===== src/rtl/mem_ctrl.sv =====
// mem_ctrl: byte-serial controller between IF/MEM and an 8-bit single-port RAM.
// Ports: clk/rst, IF fetch req/addr/inst/done, MEM req/we/sel/addr/wdata/rdata/done,
// stallreq_if_o/stallreq_mem_o to ctrl, registered RAM addr/rw/dout, ram_din_i.
// Optional FETCH_BUF_EN adds a one-entry fetch buffer.
module mem_ctrl #(
   parameter int ADDR_W = 17
) (
   input  logic              clk,
   input  logic              rst,
   input  logic              if_req_i,
   input  logic [31:0]       if_addr_i,
   output logic [31:0]       if_inst_o,
   output logic              if_done_o,
   output logic              stallreq_if_o,
   input  logic              mem_req_i,
   input  logic              mem_we_i,
   input  logic [2:0]        mem_sel_i,
   input  logic [31:0]       mem_addr_i,
   input  logic [31:0]       mem_wdata_i,
   output logic [31:0]       mem_rdata_o,
   output logic              mem_done_o,
   output logic              stallreq_mem_o,
   output logic [ADDR_W-1:0] ram_addr_o,
   output logic              ram_rw_o,
   output logic [7:0]        ram_dout_o,
   input  logic [7:0]        ram_din_i
);

   typedef enum logic [2:0] {IDLE, FETCH, LOAD, STORE, DONE} state_e;

   state_e            state_q, state_d;
   logic [2:0]        cnt_q, cnt_d, n_q, n_d, n_sel;
   logic [ADDR_W-1:0] base_q, base_d;
   logic [31:0]       wdata_q, wdata_d, asm_q, asm_d, asm_w;
   logic              drop_q, drop_d, drop_now, last_rd;
   logic [31:0]       if_inst_q, if_inst_d, mem_rdata_q, mem_rdata_d;
   logic              if_done_q, if_done_d, mem_done_q, mem_done_d;
   logic [ADDR_W-1:0] ram_addr_q, ram_addr_d;
   logic              ram_rw_q, ram_rw_d;
   logic [7:0]        ram_dout_q, ram_dout_d;
   logic [1:0]        rd_lane, wr_lane;
   logic              unused_addr;

`ifdef FETCH_BUF_EN
   logic              fb_valid_q, fb_valid_d, fb_hit;
   logic [ADDR_W-3:0] fb_tag_q, fb_tag_d;
   logic [31:0]       fb_data_q, fb_data_d;

   assign fb_hit = fb_valid_q && (fb_tag_q == if_addr_i[ADDR_W-1:2]);
`endif

   assign unused_addr = ^{if_addr_i[31:ADDR_W], if_addr_i[1:0],
                          mem_addr_i[31:ADDR_W]};

   assign if_inst_o      = if_inst_q;
   assign if_done_o      = if_done_q;
   assign mem_rdata_o    = mem_rdata_q;
   assign mem_done_o     = mem_done_q;
   assign ram_addr_o     = ram_addr_q;
   assign ram_rw_o       = ram_rw_q;
   assign ram_dout_o     = ram_dout_q;
   assign stallreq_if_o  = if_req_i & ~if_done_q;
   assign stallreq_mem_o = mem_req_i & ~mem_done_q;

   // ram_din_i always belongs to the address issued one cycle earlier
   assign rd_lane  = cnt_q[1:0] - 2'd1;
   assign wr_lane  = cnt_q[1:0] + 2'd1;
   assign last_rd  = (cnt_q == n_q);
   // a requester that let go at any point loses its done pulse
   assign drop_now = drop_q | ~((state_q == FETCH) ? if_req_i : mem_req_i);

   always_comb begin
      case (mem_sel_i)
         3'b001:  n_sel = 3'd1;
         3'b010:  n_sel = 3'd2;
         default: n_sel = 3'd4;
      endcase
   end

   always_comb begin
      asm_w = asm_q;
      asm_w[{rd_lane, 3'b000} +: 8] = ram_din_i;
   end

   // state register
   always_ff @(posedge clk) begin
      if (rst) begin
         state_q     <= IDLE;
         cnt_q       <= '0;
         n_q         <= '0;
         base_q      <= '0;
         wdata_q     <= '0;
         asm_q       <= '0;
         drop_q      <= 1'b0;
         if_inst_q   <= '0;
         mem_rdata_q <= '0;
         if_done_q   <= 1'b0;
         mem_done_q  <= 1'b0;
         ram_addr_q  <= '0;
         ram_rw_q    <= 1'b0;
         ram_dout_q  <= '0;
`ifdef FETCH_BUF_EN
         fb_valid_q  <= 1'b0;
         fb_tag_q    <= '0;
         fb_data_q   <= '0;
`endif
      end else begin
         state_q     <= state_d;
         cnt_q       <= cnt_d;
         n_q         <= n_d;
         base_q      <= base_d;
         wdata_q     <= wdata_d;
         asm_q       <= asm_d;
         drop_q      <= drop_d;
         if_inst_q   <= if_inst_d;
         mem_rdata_q <= mem_rdata_d;
         if_done_q   <= if_done_d;
         mem_done_q  <= mem_done_d;
         ram_addr_q  <= ram_addr_d;
         ram_rw_q    <= ram_rw_d;
         ram_dout_q  <= ram_dout_d;
`ifdef FETCH_BUF_EN
         fb_valid_q  <= fb_valid_d;
         fb_tag_q    <= fb_tag_d;
         fb_data_q   <= fb_data_d;
`endif
      end
   end

   // next state: MEM wins arbitration in IDLE
   always_comb begin
      state_d = state_q;
      case (state_q)
         IDLE: begin
            if (mem_req_i) begin
               state_d = mem_we_i ? STORE : LOAD;
            end else if (if_req_i) begin
`ifdef FETCH_BUF_EN
               state_d = fb_hit ? DONE : FETCH;
`else
               state_d = FETCH;
`endif
            end
         end
         FETCH, LOAD: if (last_rd) state_d = DONE;
         STORE: if (cnt_q == n_q - 3'd1) state_d = DONE;
         DONE: state_d = IDLE;
         default: state_d = IDLE;
      endcase
   end

   // datapath and outputs
   always_comb begin
      cnt_d       = cnt_q;
      n_d         = n_q;
      base_d      = base_q;
      wdata_d     = wdata_q;
      asm_d       = asm_q;
      drop_d      = drop_q;
      if_inst_d   = if_inst_q;
      mem_rdata_d = mem_rdata_q;
      if_done_d   = 1'b0;
      mem_done_d  = 1'b0;
      ram_addr_d  = ram_addr_q;
      ram_rw_d    = 1'b0;
      ram_dout_d  = ram_dout_q;
`ifdef FETCH_BUF_EN
      fb_valid_d  = fb_valid_q;
      fb_tag_d    = fb_tag_q;
      fb_data_d   = fb_data_q;
`endif
      case (state_q)
         IDLE: begin
            cnt_d  = '0;
            drop_d = 1'b0;
            asm_d  = '0;
            if (mem_req_i) begin
               n_d        = n_sel;
               base_d     = mem_addr_i[ADDR_W-1:0];
               wdata_d    = mem_wdata_i;
               ram_addr_d = mem_addr_i[ADDR_W-1:0];
               ram_rw_d   = mem_we_i;
               if (mem_we_i) ram_dout_d = mem_wdata_i[7:0];
            end else if (if_req_i) begin
               n_d        = 3'd4;
               base_d     = if_addr_i[ADDR_W-1:0];
               ram_addr_d = if_addr_i[ADDR_W-1:0];
`ifdef FETCH_BUF_EN
               if (fb_hit) begin
                  ram_addr_d = ram_addr_q;
                  if_inst_d  = fb_data_q;
                  if_done_d  = 1'b1;
               end
`endif
            end
         end
         FETCH, LOAD: begin
            cnt_d  = cnt_q + 3'd1;
            drop_d = drop_now;
            if (cnt_q != 3'd0) asm_d = asm_w;
            if (cnt_q < n_q - 3'd1)
               ram_addr_d = base_q + ADDR_W'(cnt_q + 3'd1);
            if (last_rd && !drop_now) begin
               if (state_q == FETCH) begin
                  if_inst_d = asm_w;
                  if_done_d = 1'b1;
`ifdef FETCH_BUF_EN
                  fb_valid_d = 1'b1;
                  fb_tag_d   = base_q[ADDR_W-1:2];
                  fb_data_d  = asm_w;
`endif
               end else begin
                  mem_rdata_d = asm_w;
                  mem_done_d  = 1'b1;
               end
            end
         end
         STORE: begin
            cnt_d  = cnt_q + 3'd1;
            drop_d = drop_now;
            if (cnt_q < n_q - 3'd1) begin
               ram_addr_d = base_q + ADDR_W'(cnt_q + 3'd1);
               ram_rw_d   = 1'b1;
               ram_dout_d = wdata_q[{wr_lane, 3'b000} +: 8];
            end else if (!drop_now) begin
               mem_done_d = 1'b1;
            end
         end
         default: ;
      endcase
`ifdef FETCH_BUF_EN
      // any byte written into the buffered word makes it stale
      if (ram_rw_d && (ram_addr_d[ADDR_W-1:2] == fb_tag_q))
         fb_valid_d = 1'b0;
`endif
   end

endmodule


===== config.mk =====
export PLATFORM = sky130hd
export DESIGN_NAME = mem_ctrl
export DESIGN_NICKNAME = d
export VERILOG_FILES = /design/src/rtl/mem_ctrl.sv
export SDC_FILE = /design/constraint.sdc
export NUM_CORES = 1
export LEC_CHECK = 0
export CORE_MARGIN = 4
export CORE_UTILIZATION = 51
export CTS_BUF_LIST = sky130_fd_sc_hd__clkbuf_2 sky130_fd_sc_hd__clkbuf_4 sky130_fd_sc_hd__clkbuf_8
export DETAILED_ROUTE_END_ITERATION = 8
export PLACE_DENSITY = 0.85
export SKIP_CTS_REPAIR_TIMING = 1
export SLEW_MARGIN = 20
export SYNTH_ARGS = -nofsm -noshare
export SYNTH_HDL_FRONTEND = slang
export SYNTH_SLANG_ARGS = --single-unit

===== constraint.sdc =====
create_clock -name clk -period 3.4 [get_ports clk]
set_input_delay 0.51 -clock clk [delete_from_list [all_inputs] [get_ports clk]]
set_output_delay 0.51 -clock clk [all_outputs]
set_load 0.05 [all_outputs]

==> results of run 1 <==
-- kinds of logic (layout without fill, tap and decap cells) --
logic type	after synthesis	in the layout	synth area share
AO/OA/AOI/OAI	253	253	0.194
XOR/XNOR	16	16	0.0173
adder cells (fa/ha/maj)	15	15	0.0239
buffers and inverters	83	236	0.0456
flip-flops	183	183	0.452
multiplexers	35	35	0.0558
AND/OR/NAND/NOR	355	355	0.211
-- flip-flops by register name, summed over array words and instances, names as in the netlist --
register	flops
asm_q	32
if_inst_o	32
mem_rdata_o	32
wdata_q	32
base_q	17
ram_addr_o	17
ram_dout_o	8
cnt_q	3
n_q	3
state_q	3
drop_q	1
if_done_o	1
mem_done_o	1
ram_rw_o	1
-- Yosys cell counts, drive strengths merged, types with 2 or more instances --
library cell | number | area, sq um
a211oi | 86 | 646
a21boi | 2 | 15.0
a21oi | 119 | 596
a31oi | 6 | 37.5
a32oi | 3 | 26.3
and2 | 2 | 12.5
and3 | 2 | 12.5
and4 | 5 | 43.8
buf | 23 | 143
clkbuf | 49 | 185
dfxtp | 183 | 3660
ha | 13 | 163
inv | 11 | 41.3
mux2i | 26 | 260
mux4 | 8 | 180
nand2 | 132 | 498
nand2b | 2 | 12.5
nand3 | 7 | 35.0
nand3b | 18 | 135
nand4 | 2 | 12.5
nor2 | 112 | 420
nor2b | 36 | 225
nor3 | 7 | 35.0
nor3b | 3 | 27.5
nor4 | 5 | 37.5
nor4b | 3 | 62.6
o211ai | 9 | 67.6
o21ai | 13 | 68.8
o21bai | 2 | 15.0
o22ai | 4 | 25.0
or3 | 2 | 12.5
or4 | 16 | 120
xnor2 | 4 | 35.0
xor2 | 12 | 105
-- cell type report --
class,instances,area (sq um)
Fill cell,1272,5020
Multi-Input combinational cell,674,4090
Sequential cell,183,3660
Timing Repair Buffer,193,1920
Clock buffer,22,284
Tap cell,211,264
Clock inverter,10,97.6
Inverter,11,41.3
-- metal layers --
| metal | up-vias | global-route usage |
|---|---|---|
| met5 | - | 0 |
| met4 | 0 | 0.0707 |
| met3 | 39 | 0.0589 |
| met2 | 236 | 0.381 |
| met1 | 3383 | 0.305 |
| li1 | 3595 | - |
-- how the worst min path moves through the flow --
stage | slack [ns] | cells after the start | start | to
floorplan | 0.43 | 2 | asm_q[24]$_SDFFE_PP0P_ | asm_q[24]$_SDFFE_PP0P_
global placement | 0.43 | 2 | asm_q[23]$_SDFFE_PP0P_ | asm_q[23]$_SDFFE_PP0P_
detailed placement | 0.44 | 2 | asm_q[7]$_SDFFE_PP0P_ | asm_q[7]$_SDFFE_PP0P_
CTS | 0.45 | 2 | asm_q[7]$_SDFFE_PP0P_ | asm_q[7]$_SDFFE_PP0P_
global route | 0.47 | 2 | asm_q[11]$_SDFFE_PP0P_ | asm_q[11]$_SDFFE_PP0P_
finish | 0.45 | 2 | asm_q[29]$_SDFFE_PP0P_ | asm_q[29]$_SDFFE_PP0P_
-- worst min-delay path, cell delays in order, from the launching register on --
cell     delay (ns)
dfxtp_1        0.32
nand2_1        0.05
a21oi_1        0.05
-- stage by stage --
| step | setup WS (ns) | utilization | hold slack, ns |
|---|---|---|---|
| 2_1_floorplan | 0.591 | - | 0.427 |
| 3_3_place_gp | 0.580 | 0.649 | 0.433 |
| 3_5_place_dp | 0.535 | 0.649 | 0.438 |
| 4_1_cts | 0.497 | 0.674 | 0.451 |
| 5_1_grt | 0.204 | 0.674 | 0.468 |
| 6_report | 0.522 | 0.674 | 0.449 |
-- power breakdown --
part           leakage [nW]  internal, mW  switching (mW)
Combinational          1.99         0.769            1.43
Clock                 0.190         0.645           0.786
Sequential             1.49          2.40           0.177
Total                  3.67          3.81            2.40
-- layout by cell type (no fill, tap or decap), types with 4 or more instances in the layout --
cell	count
dfxtp_1	183
clkdlybuf4s50_1	173
nand2_1	131
a21oi_1	119
nor2_1	112
a211oi_1	86
nor2b_1	36
mux2i_1	26
clkbuf_8	19
nand3b_1	18
buf_4	17
or4_1	16
ha_1	13
xor2_1	12
inv_1	11
o21ai_0	11
o211ai_1	9
mux4_2	8
nor3_1	7
nand3_1	7
a31oi_1	6
and4_1	5
xnor2_1	4
nor4_1	4
o22ai_1	4
==> impl_metrics.yaml, run 1 <==
placement:
  gp_congestion: 0.839
  placed_area_sq_um: 9970
  place_inst: 1272
  dpl.hpwl_microns: 14500
  placement.io_buffers: 175
finish:
  drive_gt1_frac: 0.0650
  n_antenna_cell: 0
  area_growth_pct: 27.8
  nets: 1206
  final_cell_count_no_fill: 1304
  final_area_sq_um: 10400
worst_setup_path:
  critPathArrivalTime_ns: 3.28
  crit_path_end_kind: "flop"
  path_delay_family: "simple AND/OR/NAND/NOR gates"
  worst_path_max_delay_cell: "nor3_1"
  cp_common_cell: "a21oi_1"
  reg2reg_depth: 8
  cp.depth: 8
  worstPathCellList: "inv_1, ha_1, buf_4, nand2_1, nor3_1, a21oi_1, nand3b_1, a21oi_1"
  startpoint: "cnt_q[1]$_SDFFE_PP0N_"
  r2r_slack_ns: 0.52
  crit_fanout: 11
  worst_path_largest_cell_delay_ns: 0.66
  start_kind: "flop"
  rr_endpoint: "asm_q[15]$_SDFFE_PP0P_"
  cp_num_buf_inv: 2
  crit_required_ns: 3.80
  crit_end: "asm_q[15]$_SDFFE_PP0P_"
  worstSetupPathType: "flop to flop"
  reg2reg_from: "cnt_q[1]$_SDFFE_PP0N_"
timing:
  finalCritPeriodShare: 0.847
  setup_viol: 0
  rsz0062_at_grt: "no"
  clock_skew_ns: 0.0161
  finalSetupTns_ns: 0
  final_hold_viol_count: 0
  worst_slew_pin_slew_ns: 0.854
  finalMaxSlewViolations: 0
  fin_crit_ns: 2.88
  slew_headroom: 0.426
  timing.fmax_mhz: 347
pwr:
  total_power_mw: 6.21
  leakage_nw: 3.67
  peakVddDrop_v: 0.000340
  p_per_area_nw_per_um2: 600
global_route:
  grt_pass1_wl_microns: 34300
  grt_antenna_before_repair: 0
  grt_max_degree: 97
  grt_pass1_vias: 6952
  grt-ovfl-total: 0
  grt_use_total: 0.233
synthesis:
  ys_seq_elements: 183
  synth_cell_type_count: 57
  syn_area_sq_um: 8100
  syn_nets: 1066
  synth_ff_type: "dfxtp_1"
  yosysSeqAreaShare: 0.452
  syn_avg_cell_area_sq_um: 8.62
  synthCells: 940
  async_reset_ff_frac: 0
  synth_edf_count: 0
  ys.warnings.count: 0
drt:
  dr.max_layer_used: "met4"
  drc_errors: 0
  dr.pass1.iters: 5
  drtIter0Drc: 548
  routed_wl_microns: 20900
  ant_nets: 0
  wl_per_cell_microns: 16.0
  drt-met1-wl_microns: 9150
  vias: 7253
  viasPerCell: 5.56
  met2WireLength_microns: 9900
  met3_length_microns: 1450
clock_network:
  cts-htree-levels: 4
  cts_root_buffer: "clkbuf_8"
  cts.clk_slew.worst_paths_ns: 0.10
  clock_latency_ns: 0.47
  cts_sinks: 183
  cts_buffer_depth: 2
  cts_buffers: 17
  cts_tree: "built"
floorplanning:
  coreArea_sq_um: 15400
  fp.dieW_microns: 134
  dieArea_sq_um: 18000
  ioPinCount: 206
  start_util: 0.527
  core.rowCount: 45
  die_h_microns: 134
job:
  maxCapViolations: 0
worst_hold_path:
  min_path_type: "flop to flop"
outcome:
  status: "complete, no violations"
Power figures use the tool's default switching activity.
==> run 2: changes to the inputs <==
--- a/config.mk
+++ b/config.mk
@@ -6,10 +6,10 @@
 export NUM_CORES = 1
 export LEC_CHECK = 0
 export CORE_MARGIN = 4
-export CORE_UTILIZATION = 51
+export CORE_UTILIZATION = 46
 export CTS_BUF_LIST = sky130_fd_sc_hd__clkbuf_2 sky130_fd_sc_hd__clkbuf_4 sky130_fd_sc_hd__clkbuf_8
 export DETAILED_ROUTE_END_ITERATION = 8
-export PLACE_DENSITY = 0.85
+export PLACE_DENSITY = 0.81
 export SKIP_CTS_REPAIR_TIMING = 1
 export SLEW_MARGIN = 20
 export SYNTH_ARGS = -nofsm -noshare
==> constraint.sdc (replaced) <==
create_clock -name clk -period 2.5 [get_ports clk]
set_input_delay 0.375 -clock clk [delete_from_list [all_inputs] [get_ports clk]]
set_output_delay 0.375 -clock clk [all_outputs]
set_load 0.05 [all_outputs]
==> run 2 against run 1 <==
Fmax up 22%. Sequential cell count unchanged. Highest routed layer unchanged. Die area up 10%. Wire length grew 2.2%. Clock power grew 45%.
==> impl_metrics.yaml, run 2 (same netlist as run 1, synthesis figures left out) <==
pwr:
  total_power_mw: 8.68
  leakage_nw: 3.76
  switching_share: 0.381
  seqPwrFrac: 0.404
  p_sw_mw: 3.31
  p_int_mw: 5.37
  peakVddDrop_v: 0.000522
  p_per_area_nw_per_um2: 823
  power_frac_comb: 0.356
  clkPwrFrac: 0.240
placement:
  placed_area_sq_um: 10100
  dpl.hpwl_microns: 15000
  dp_slack_ns: 0.164
  placement.io_buffers: 175
  place_inst: 1300
  gp_congestion: 0.899
floorplanning:
  start_util: 0.468
  die_h_microns: 141
  ioPinCount: 206
  coreArea_sq_um: 17300
  core.rowCount: 48
  dieArea_sq_um: 19800
  fp.dieW_microns: 141
drt:
  vias: 7269
  wl_per_cell_microns: 16.0
  routed_wl_microns: 21400
  viasPerCell: 5.46
  drc_errors: 0
  ant_nets: 0
  drtIter0Drc: 596
  dr.pass1.iters: 6
clock_network:
  cts_buffer_depth: 2
  cts.clk_slew.worst_paths_ns: 0.09
  cts-htree-levels: 4
  cts_buffers: 17
  cts_tree: "built"
  cts_sinks: 183
  cts_root_buffer: "clkbuf_8"
  clock_latency_ns: 0.47
finish:
  nets: 1221
  final_area_sq_um: 10500
  final_util: 0.610
  drive_gt1_frac: 0.0795
  final_cell_count_no_fill: 1332
  mostFrequentLayoutCell: "dfxtp_1"
  area_growth_pct: 30.2
  final_cell_mix: "183 x dfxtp_1, 172 x clkdlybuf4s50_1, 131 x nand2_1, 119 x a21oi_1, 111 x nor2_1"
  n_antenna_cell: 0
worst_setup_path:
  crit_required_ns: 2.88
  cp_num_buf_inv: 2
  reg2reg_from: "cnt_q[0]$_SDFFE_PP0N_"
  worst_path_max_delay_cell: "or3_1"
  startpoint: "cnt_q[0]$_SDFFE_PP0N_"
  path_delay_family: "simple AND/OR/NAND/NOR gates"
  start_kind: "flop"
  crit_fanout: 65
  worstSetupPathType: "flop to flop"
  crit_path_end_kind: "flop"
  worstPathCellList: "inv_1, ha_1, or3_1, nor4_4, buf_12, nor2_1, a211oi_1"
  worst_path_largest_cell_delay_ns: 0.52
  critPathArrivalTime_ns: 2.73
timing:
  fin_crit_ns: 2.36
  setup_viol: 0
  timing.fmax_mhz: 424
  slew_headroom: 0.539
  final_hold_viol_count: 0
  finalCritPeriodShare: 0.943
  clock_skew_ns: 0.0130
  setup_slack_ns: 0.142
  finalMaxSlewViolations: 0
  worst_slew_pin_slew_ns: 0.691
  whs_ns: 0.369
  rsz0062_at_grt: "no"
  finalSetupTns_ns: 0
worst_hold_path:
  min_path_type: "input pin to flop"
  min_from: "rst"
global_route:
  grt-ovfl-total: 0
  grt_pass1_wl_microns: 34000
  grt_use_total: 0.211
  grt_pass1_vias: 6863
  grt_max_degree: 97
  grt_antenna_before_repair: 0
job:
  maxCapViolations: 0
outcome:
  status: "complete, no violations"
-- run 2: cell types whose count changed in the layout (fill, tap and decap cells not counted), moves of 2 or more --
| cell | before | now |
|---|---|---|
| clkbuf_4 | 3 | 0 |
| bufinv_16 | 1 | 3 |
| buf_12 | 3 | 5 |
| buf_4 | 17 | 31 |
| inv_6 | 1 | 5 |
| clkinv_4 | 3 | 1 |
| clkbuf_8 | 19 | 17 |
-- run 2: metal layers --
layer	global-route usage	up-vias	wire length (microns)
met3	0.0570	35	1420
li1	-	3641	-
met4	0.0704	0	472
met2	0.350	223	10300
met5	0	-	0
met1	0.266	3370	9200
-- run 2: final timing paths --
check | endpoint | cells after the start | slack [ns]
max | mem_rdata_o[9]$_SDFFE_PP0P_ | 7 | 0.14
min | base_q[11]$_SDFFE_PP0P_ | 2 | 0.37
max reg2reg | mem_rdata_o[9]$_SDFFE_PP0P_ | 7 | 0.14
min reg2reg | asm_q[4]$_SDFFE_PP0P_ | 2 | 0.45
-- run 2: worst register-to-register path, stage by stage, from the launching register on --
cell and delay, ns:
dfxtp_1 0.33, inv_1 0.10, ha_1 0.31, or3_1 0.52, nor4_4 0.31, buf_12 0.31
nor2_1 0.11, a211oi_1 0.27
-- run 2: layout make-up --
type	count	area, sq um
clock buffer	17	234
clock inverter	14	173
fill	1482	6750
inverter	11	41.3
multi-input combinational	674	4100
sequential	183	3660
tap	225	282
timing repair buffer	208	2050
-- run 2: power by group through the flow --
stage,sequential [mW],combinational [mW],clock [mW]
after global routing,3.55,3.33,2.23
after detailed placement,3.57,3.05,0
final,3.51,3.08,2.08
after global placement,3.55,3.01,0
after CTS,3.51,3.07,2.11
after floorplan,4.18,1.43,0
==> run 3: changes to the inputs <==
--- a/config.mk
+++ b/config.mk
@@ -5,11 +5,12 @@
 export SDC_FILE = /design/constraint.sdc
 export NUM_CORES = 1
 export LEC_CHECK = 0
-export CORE_MARGIN = 4
+export ABC_AREA = 1
+export CORE_MARGIN = 2
 export CORE_UTILIZATION = 46
 export CTS_BUF_LIST = sky130_fd_sc_hd__clkbuf_2 sky130_fd_sc_hd__clkbuf_4 sky130_fd_sc_hd__clkbuf_8
 export DETAILED_ROUTE_END_ITERATION = 8
-export PLACE_DENSITY = 0.81
+export PLACE_DENSITY = 0.8
 export SKIP_CTS_REPAIR_TIMING = 1
 export SLEW_MARGIN = 20
 export SYNTH_ARGS = -nofsm -noshare
==> run 3 against run 2 <==
Non-clock buffer count down 6. Critical path depth up 1. Utilization down 0.85 points. Worst setup slack better by 0.040 ns. Wire length up 12%. Hold slack better by 0.083 ns.
==> impl_metrics.yaml, run 3 <==
timing:
  clock_skew_ns: 0.0159
  worst_slew_pin_slew_ns: 0.547
  finalMaxSlewViolations: 0
  slew_headroom: 0.634
  fin_crit_ns: 2.32
  final_hold_viol_count: 0
  setup_viol: 0
  finalCritPeriodShare: 0.927
  timing.fmax_mhz: 431
  finalSetupTns_ns: 0
  rsz0062_at_grt: "yes"
synthesis:
  yosysTopAreaCell: "dfxtp_1"
  synth_commonest_cells: "274 x nand2_1, 183 x dfxtp_1, 170 x a21oi_1"
  synth_ff_type: "dfxtp_1"
  syn_area_sq_um: 8370
  synth_most_common_cell: "nand2_1"
  synth_cell_type_count: 32
  synth_edf_count: 0
  async_reset_ff_frac: 0
  synthCells: 1181
  syn_nets: 1307
  ys_top_cells_by_area: "dfxtp_1 44%, nand2_1 12%, a21oi_1 10%, o21ai_0 7.9%, nand4_1 5.2%"
  syn_avg_cell_area_sq_um: 7.09
  ys_seq_elements: 183
  yosysSeqAreaShare: 0.438
  ys.warnings.count: 0
  yosysTopAreaCellShare: 0.438
finish:
  final_cell_count_no_fill: 1561
  drive_gt1_frac: 0.0556
  area_growth_pct: 28.6
  final_cell_mix: "274 x nand2_1, 183 x dfxtp_1, 172 x clkdlybuf4s50_1, 170 x a21oi_1, 133 x o21ai_0"
  nets: 1445
  n_antenna_cell: 0
  mostFrequentLayoutCell: "nand2_1"
worst_setup_path:
  crit_fanout: 8
  start_kind: "flop"
  crit_path_end_kind: "flop"
  critPathArrivalTime_ns: 2.72
  crit_required_ns: 2.90
  worstSetupPathType: "flop to flop"
drt:
  drc_errors: 0
  routed_wl_microns: 23900
  vias: 8608
  ant_nets: 0
  dr.pass1.iters: 6
  wl_per_cell_microns: 15.3
  drtIter0Drc: 870
  viasPerCell: 5.51
placement:
  placement.io_buffers: 175
  place_inst: 1529
  gp_congestion: 0.890
  dpl.hpwl_microns: 16200
floorplanning:
  start_util: 0.468
  ioPinCount: 206
  dieArea_sq_um: 19300
  die_h_microns: 139
  coreArea_sq_um: 17900
  core.rowCount: 49
  fp.dieW_microns: 139
clock_network:
  cts_tree: "built"
  clock_latency_ns: 0.47
  cts_buffer_depth: 2
  cts_root_buffer: "clkbuf_8"
  cts.clk_slew.worst_paths_ns: 0.09
  cts_sinks: 183
  cts-htree-levels: 4
  cts_buffers: 17
worst_hold_path:
  min_path_type: "input pin to flop"
global_route:
  grt_pass1_vias: 7948
  grt_pass1_wl_microns: 39200
  grt_max_degree: 98
  grt-ovfl-total: 0
  grt_use_total: 0.245
  grt_antenna_before_repair: 0
job:
  maxCapViolations: 0
pwr:
  peakVddDrop_v: 0.000782
  total_power_mw: 12.1
  p_per_area_nw_per_um2: 1130
  leakage_nw: 4.07
outcome:
  status: "complete, no violations"
## run 3: final cells by class
| class | instances | area (sq um) |
|---|---|---|
| multi-input combinational | 824 | 4030 |
| clock buffer | 20 | 263 |
| clock inverter | 12 | 151 |
| tap | 229 | 287 |
| inverter | 91 | 342 |
| sequential | 183 | 3660 |
| timing repair buffer | 202 | 2030 |
| fill | 1652 | 7140 |
## run 3: power breakdown
group | internal [mW] | switching [mW] | total [mW] | leakage [nW]
Combinational | 1.82 | 4.10 | 5.92 | 2.36
Sequential | 3.69 | 0.432 | 4.12 | 1.50
Clock | 1.04 | 1.05 | 2.09 | 0.210
Total | 6.55 | 5.59 | 12.1 | 4.07
## run 3: critical path, cell delays in order (launching register included)
cell,delay (ns)
dfxtp_1,0.34
clkinv_1,0.21
ha_1,0.50
clkinv_1,0.13
nor2_1,0.11
nand2_1,0.17
o21ai_0,0.46
nand4_1,0.15
a21oi_1,0.19
## run 3: cell families after synthesis
| family | synth area share |
|---|---|
| buffers and inverters | 0.0834 |
| adders and majority gates | 0.0218 |
| muxes | 0.00717 |
| AOI/OAI and AO/OA | 0.208 |
| and+or+nand+nor | 0.235 |
| xor gates and xnor gates | 0.00732 |
| DFF | 0.438 |
## run 3: worst paths after layout
path | from | slack, ns | cells past startpoint | endpoint
max | cnt_q[0]$_SDFFE_PP0N_ | 0.18 | 8 | mem_rdata_o[12]$_SDFFE_PP0P_
min | rst | 0.45 | 3 | if_inst_o[13]$_SDFFE_PP0P_
max reg2reg | cnt_q[0]$_SDFFE_PP0N_ | 0.18 | 8 | mem_rdata_o[12]$_SDFFE_PP0P_
min reg2reg | wdata_q[24]$_SDFFE_PP0P_ | 0.46 | 2 | wdata_q[24]$_SDFFE_PP0P_
## run 3: stage by stage
step / utilization / instance area [sq um] / hold WS, ns / worst slack (ns)
2_1_floorplan: - / 8370 / 0.424 / 0.0941
3_3_place_gp: 0.578 / 10300 / 0.435 / 0.296
3_5_place_dp: 0.578 / 10300 / 0.446 / 0.218
4_1_cts: 0.601 / 10800 / 0.436 / 0.199
5_1_grt: 0.601 / 10800 / 0.449 / -0.0690
6_report: 0.601 / 10800 / 0.452 / 0.182
## run 3: routing by layer
layer	global-route usage	up-vias	wire length, microns
met2	0.397	386	11200
met5	0	-	0
li1	-	4245	-
met3	0.0535	44	1830
met1	0.327	3933	10200
met4	0.0829	0	584
